<file path="src/rtl/vedic_seq_mul.sv">
// Sequential Urdhva-Tiryagbhyam multiplier: one 2x2 digit product per cycle, shift-accumulated.
// Optional VEDIC_ZERO_BYPASS_EN: zero operands skip the multiply phase and complete at the accepting edge.
module vedic_seq_mul #(
  parameter int WIDTH = 4
) (
  input  logic                 clk,
  input  logic                 rst,
  input  logic                 in_valid,
  output logic                 in_ready,
  input  logic [WIDTH-1:0]     a,
  input  logic [WIDTH-1:0]     b,
  output logic                 out_valid,
  input  logic                 out_ready,
  output logic [2*WIDTH-1:0]   product
);

  localparam int D     = WIDTH / 2;
  localparam int P     = D * D;
  localparam int ACC_W = 2 * WIDTH;
  localparam int IDX_W = (P > 1) ? $clog2(P) : 1;
  localparam logic [IDX_W-1:0] D_I  = IDX_W'(D);
  localparam logic [IDX_W-1:0] LAST = IDX_W'(P - 1);

  typedef enum logic [1:0] {IDLE, MUL, DONE} state_t;

  state_t             state, state_nxt;
  logic [ACC_W-1:0]   acc;
  logic [IDX_W-1:0]   idx;
  logic [WIDTH-1:0]   a_q, b_q;
  logic               accept;
  logic               zero_op;
  logic [IDX_W-1:0]   dig_i, dig_j;
  logic [IDX_W:0]     shift_dig;
  logic [1:0]         a_dig, b_dig;
  logic [3:0]         pp;
  logic [ACC_W-1:0]   pp_term;

  // Gate-level primitives: every AND is a NAND followed by a NAND used as an inverter.
  function automatic logic nand2(input logic x, input logic y);
    return ~(x & y);
  endfunction

  function automatic logic and2(input logic x, input logic y);
    logic n;
    n = nand2(x, y);
    return nand2(n, n);
  endfunction

  function automatic logic xor2(input logic x, input logic y);
    logic n;
    n = nand2(x, y);
    return nand2(nand2(x, n), nand2(y, n));
  endfunction

  // Exact 4-bit product of two 2-bit digits: cross terms half-added, carry merged into a1b1.
  function automatic logic [3:0] pp2x2(input logic [1:0] x, input logic [1:0] y);
    logic t10, t01, t11, c1;
    logic [3:0] p;
    t10  = and2(x[1], y[0]);
    t01  = and2(x[0], y[1]);
    t11  = and2(x[1], y[1]);
    c1   = and2(t10, t01);
    p[0] = and2(x[0], y[0]);
    p[1] = xor2(t10, t01);
    p[2] = xor2(t11, c1);
    p[3] = and2(t11, c1);
    return p;
  endfunction

`ifdef VEDIC_ZERO_BYPASS_EN
  assign zero_op = (a == '0) || (b == '0);
`else
  assign zero_op = 1'b0;
`endif

  assign accept = in_valid && (state == IDLE);

  always_ff @(posedge clk or posedge rst) begin
    if (rst) state <= IDLE;
    else     state <= state_nxt;
  end

  always_comb begin
    state_nxt = state;
    in_ready  = 1'b0;
    out_valid = 1'b0;
    case (state)
      IDLE: begin
        in_ready = 1'b1;
        if (in_valid) state_nxt = zero_op ? DONE : MUL;
      end
      MUL: begin
        if (idx == LAST) state_nxt = DONE;
      end
      DONE: begin
        out_valid = 1'b1;
        if (out_ready) state_nxt = IDLE;
      end
      default: state_nxt = IDLE;
    endcase
  end

  // idx walks the digit grid row-major: row = digit of a_q, column = digit of b_q.
  always_comb begin
    dig_i     = idx / D_I;
    dig_j     = idx % D_I;
    a_dig     = 2'(a_q >> {dig_i, 1'b0});
    b_dig     = 2'(b_q >> {dig_j, 1'b0});
    pp        = pp2x2(a_dig, b_dig);
    shift_dig = {1'b0, dig_i} + {1'b0, dig_j};
    pp_term   = ACC_W'(pp) << {shift_dig, 1'b0};
  end

  always_ff @(posedge clk or posedge rst) begin
    if (rst) begin
      acc <= '0;
      idx <= '0;
      a_q <= '0;
      b_q <= '0;
    end else if (accept) begin
      acc <= '0;
      idx <= '0;
      a_q <= a;
      b_q <= b;
    end else if (state == MUL) begin
      acc <= acc + pp_term;
      idx <= idx + 1'b1;
    end
  end

  // acc is frozen outside MUL, so the product stays stable while the sink stalls.
  assign product = out_valid ? acc : '0;

endmodule

</file>
<file path="config.mk">
export PLATFORM = sky130hd
export DESIGN_NAME = vedic_seq_mul
export DESIGN_NICKNAME = d
export VERILOG_FILES = /design/src/rtl/vedic_seq_mul.sv
export SDC_FILE = /design/constraint.sdc
export NUM_CORES = 1
export LEC_CHECK = 0
export CORE_MARGIN = 2
export CORE_UTILIZATION = 57
export DETAILED_ROUTE_END_ITERATION = 10
export PLACE_DENSITY = 0.84
export SLEW_MARGIN = 15
export SYNTH_ARGS = -nofsm -noshare
export SYNTH_HDL_FRONTEND = slang
export SYNTH_SLANG_ARGS = --single-unit
export TNS_END_PERCENT = 30
</file>
<file path="constraint.sdc">
create_clock -name clk -period 4.32 [get_ports clk]
set_clock_uncertainty 0.05 [all_clocks]
set_input_delay 0.432 -clock clk [delete_from_list [all_inputs] [get_ports clk]]
set_output_delay 0.432 -clock clk [all_outputs]
set_load 0.05 [all_outputs]
</file>
==> results by group <==
Outcome
  – Status: completed

Yosys
  – Count of synthesis-stage warnings from yosys: 0
  – Count of cell types in the netlist: 42
  – Prevailing post-synth register cell: sky130_fd_sc_hd__dfrtp_1
  – Average instance area after synthesis: a little under 10 um2
  – Syn_nets: ~160
  – #FFs+latches synth: 20
  – Cell Area, Synth: 1370 um2
  – Number of enable-type register cells in the synthesized netlist: 0
  – Async set-reset flop share out of synthesis: 100%
  – Post-synthesis sequential area ratio: a little over a third
  – Gate Count Post-Synth: approximately 140

Pwr
  – Clock share of power: 11.9%
  – Leakage power: between 0.0007 and 0.0008 uW
  – Maximum resistive drop on vdd: 0.000557 V
  – Switching power share of the total: about 46%
  – Cell-internal power: 729 uW
  – Portion of total power attributed to sequential cells: between 20% and 30%
  – Net switching component of the power: 627 uW
  – Pwr/cell area: 832 nW/um2
  – Gate power share: just over 60%

Drt
  – Detail-routed via count per cell: just over 6
  – Post-route ant nets: 0
  – Post-detailed-route DRC marker count: 0
  – Via count: roughly 1.1k
  – Post-DR wirelength/cell: between 15 and 20 um
  – Initial DRT Pass Iterations: 4
  – DR iter-0 viols: 34
  – Final wirelength: 3110 um

Critical path
  – WP data required: ~4.5 ns
  – Register-to-Register Path Depth: 11
  – Startpoint types: register
  – Critical path peak fanout: 5
  – Worst reg-to-reg setup slack: 1.15 ns
  – Type of the worst setup path: reg -> reg
  – Critical Path Sink Type: register
  – Reg-to-reg startpoint: idx[0]
  – Worst Path Arrival: 3.39 ns
  – R2r endpoint: acc[7]

Global route
  – Largest net degree at the start of global routing: 21
  – Global-route wire length before repair: roughly 5300 um
  – Vias in the first global route: roughly 1.1k
  – Global Route Usage Sum: between 20% and 30%
  – Number of antenna violations at the first check in global routing: 0
  – Total gr overflow: 0

Placed design
  – Placed cell count: about 180
  – Placer's final routability congestion estimate: between 0.8 and 0.9
  – Placed wire-length estimate after detailed placement: between 2000 and 2500 um
  – Placed cell areas: about 1600 um2
  – Number of input and output port buffers inserted: 21

CTS
  – H-tree Lvls: 1
  – Max Buffers Root-to-Sink: 2
  – Number of gates resized after CTS: 0
  – Clock-pin slew on the worst setup and hold paths: roughly 0.13 ns
  – Clock tree from TritonCTS: done
  – Total number of clock tree sinks: 20
  – CTS hold repair buffers: 0
  – Buffers inserted during post-CTS setup optimization: 0
  – Clock latency on the worst-skew pair: ~0.33 ns
  – Root buffer cell: sky130_fd_sc_hd__clkbuf_4
  – Number of buffers created by CTS: 3

Timing
  – RSZ-0062 raised after global routing: false
  – Total of endpoints with negative setup slack in the final report: 0
  – Period Utilization, post-route: between 70% and 80%
  – Pins over their slew limit: 0
  – Fmax: approximately 320 MHz
  – Setup TNS: 0 ns
  – Final Hold Viols: 0
  – Slew at the pin with the worst max-slew slack: about 0.77 ns
  – Final critical delay including setup and external delays: ~3.2 ns
  – Max-Slew Margin vs Limit: about half

Cells and area
  – Number of filler instances in the final layout: between 150 and 200
  – Fraction of layout instances using a drive strength above 1: about 8.2%
  – Final cell count without fillers: between 150 and 200
  – Final core occ: around 73%
  – Number of nets at the end of the flow: 182
  – Number of antenna diodes: 0
  – Post-route design area: 1630 um2
  – Area Overhead vs Synth: 19.2%
  – Multi-input logic area: 821 um2
  – Area occupied by registers: 500 um2

Floorplanning
  – Initial cell density of the core: slightly above 60%
  – Vert. Die Dim: 53.0 um
  – Area of the die: roughly 2800 um2
  – Boundary Pins: 22
  – Number of placement rows: 17
  – Floorplan Core Area: approximately 2200 um2
  – Floorplan die width: ~53 um

Hold path
  – Type of the worst min-delay path: in -> async

Flow run
  – Count of max-cap constraint violations: 0
-- metal layers --
layer | vias to the layer above | global-route usage, % | wire [um]
li1 | 536 | - | -
met1 | 554 | 33.6 | 1300
met2 | 39 | 44.8 | 1580
met3 | 9 | 4.80 | 148
met4 | 0 | 12.0 | 86
met5 | - | 0 | 0
-- cell families (layout without fill, tap and decap cells) --
logic type                 count (synthesis)  in the layout  synth area share, %
DFF                                       20             20                 36.6
adders and majority gates                 11             11                 10.6
AOI/OAI and AO/OA                         31             31                 15.6
and+or+nand+nor                           51             51                 20.6
muxes                                     14             14                 11.3
xor gates and xnor gates                   3              3                 1.92
buffers and inverters                      9             28                 3.38
-- cells in the final DEF (no fill, tap or decap), types with 2 or more instances in the layout --
cell,netlist,final
sky130_fd_sc_hd__o22ai_1,3,3
sky130_fd_sc_hd__nand3_1,3,3
sky130_fd_sc_hd__o21ai_0,7,7
sky130_fd_sc_hd__o21bai_1,3,3
sky130_fd_sc_hd__and2_1,10,10
sky130_fd_sc_hd__xnor2_1,2,2
sky130_fd_sc_hd__nor2_1,7,7
sky130_fd_sc_hd__nor2b_1,5,5
sky130_fd_sc_hd__a21o_1,3,3
sky130_fd_sc_hd__mux2_2,6,6
sky130_fd_sc_hd__a21oi_1,4,4
sky130_fd_sc_hd__nand2b_1,2,2
sky130_fd_sc_hd__nand2_1,15,15
sky130_fd_sc_hd__dfrtp_1,20,20
sky130_fd_sc_hd__a211oi_1,2,2
sky130_fd_sc_hd__o21ai_1,2,2
sky130_fd_sc_hd__inv_1,3,3
sky130_fd_sc_hd__clkbuf_4,0,3
sky130_fd_sc_hd__ha_1,10,10
sky130_fd_sc_hd__mux2_1,2,2
sky130_fd_sc_hd__a22o_1,2,2
sky130_fd_sc_hd__clkdlybuf4s50_1,0,21
sky130_fd_sc_hd__mux2i_1,5,5
-- sequential cells by signal (all words and copies together) (netlist names) --
name and count:
a_q 4, acc 8, b_q 4, idx 2, state 2
-- power groups by stage --
stage	clock network, uW	registers (uW)	logic, uW
after CTS	162	350	838
after global placement	0	348	776
after floorplan	0	329	674
after detailed placement	0	354	819
after global routing	168	361	931
final	161	351	844
-- synthesized netlist by cell type, types with 2 or more instances --
master | number | area share (%)
sky130_fd_sc_hd__a21oi_1 | 4 | 1.5
sky130_fd_sc_hd__o21ai_1 | 2 | 0.73
sky130_fd_sc_hd__a21o_1 | 3 | 1.6
sky130_fd_sc_hd__a211oi_1 | 2 | 1.1
sky130_fd_sc_hd__xnor2_1 | 2 | 1.3
sky130_fd_sc_hd__mux2_2 | 6 | 4.9
sky130_fd_sc_hd__nand2b_1 | 2 | 0.91
sky130_fd_sc_hd__nor2_1 | 7 | 1.9
sky130_fd_sc_hd__nand3_1 | 3 | 1.1
sky130_fd_sc_hd__o22ai_1 | 3 | 1.4
sky130_fd_sc_hd__nand2_1 | 15 | 4.1
sky130_fd_sc_hd__and2_1 | 10 | 4.6
sky130_fd_sc_hd__a22o_1 | 2 | 1.3
sky130_fd_sc_hd__mux2_1 | 2 | 1.6
sky130_fd_sc_hd__dfrtp_1 | 20 | 37
sky130_fd_sc_hd__ha_1 | 10 | 9.1
sky130_fd_sc_hd__o21bai_1 | 3 | 1.6
sky130_fd_sc_hd__inv_1 | 3 | 0.82
sky130_fd_sc_hd__o21ai_0 | 7 | 2.6
sky130_fd_sc_hd__clkbuf_1 | 3 | 0.82
sky130_fd_sc_hd__mux2i_1 | 5 | 3.7
sky130_fd_sc_hd__nor2b_1 | 5 | 2.3
-- per-stage QoR --
stage	hold slack (ns)	power (uW)	worst slack (ns)
floorplan	0.346	1000	1.53
global placement	0.421	1120	1.36
detailed placement	0.439	1170	1.26
CTS	0.469	1350	1.18
global route	0.488	1460	0.897
finish	0.467	1360	1.15
-- critical path, cell delays in order, from the launching register on --
cell and delay [ns]:
sky130_fd_sc_hd__dfrtp_1 0.48, sky130_fd_sc_hd__mux2i_1 0.34, sky130_fd_sc_hd__nor2_1 0.08, sky130_fd_sc_hd__ha_1 0.21, sky130_fd_sc_hd__ha_1 0.29, sky130_fd_sc_hd__mux2i_1 0.20
sky130_fd_sc_hd__nor2_1 0.07, sky130_fd_sc_hd__ha_1 0.34, sky130_fd_sc_hd__o21ai_1 0.31, sky130_fd_sc_hd__nor3_2 0.11, sky130_fd_sc_hd__or4_1 0.53, sky130_fd_sc_hd__nand4bb_1 0.11
-- how the worst max path moves through the flow --
stage,startpoint,endpoint,slack (ns)
6_report,idx[0],acc[7],1.15
5_1_grt,idx[0],acc[7],0.90
4_1_cts,idx[0],acc[7],1.18
3_5_place_dp,idx[0],acc[7],1.26
3_3_place_gp,idx[0],acc[7],1.36
2_1_floorplan,idx[0],acc[7],1.53
-- area by class of cell --
cell class | count | share of cell area (%)
tap | 28 | 2.15
clock buffer | 3 | 1.38
clock inverter | 1 | 1.84
timing repair buffer | 21 | 12.9
multi-input combinational | 110 | 50.3
inverter | 3 | 0.691
sequential | 20 | 30.7
Power figures use the tool's default switching activity.
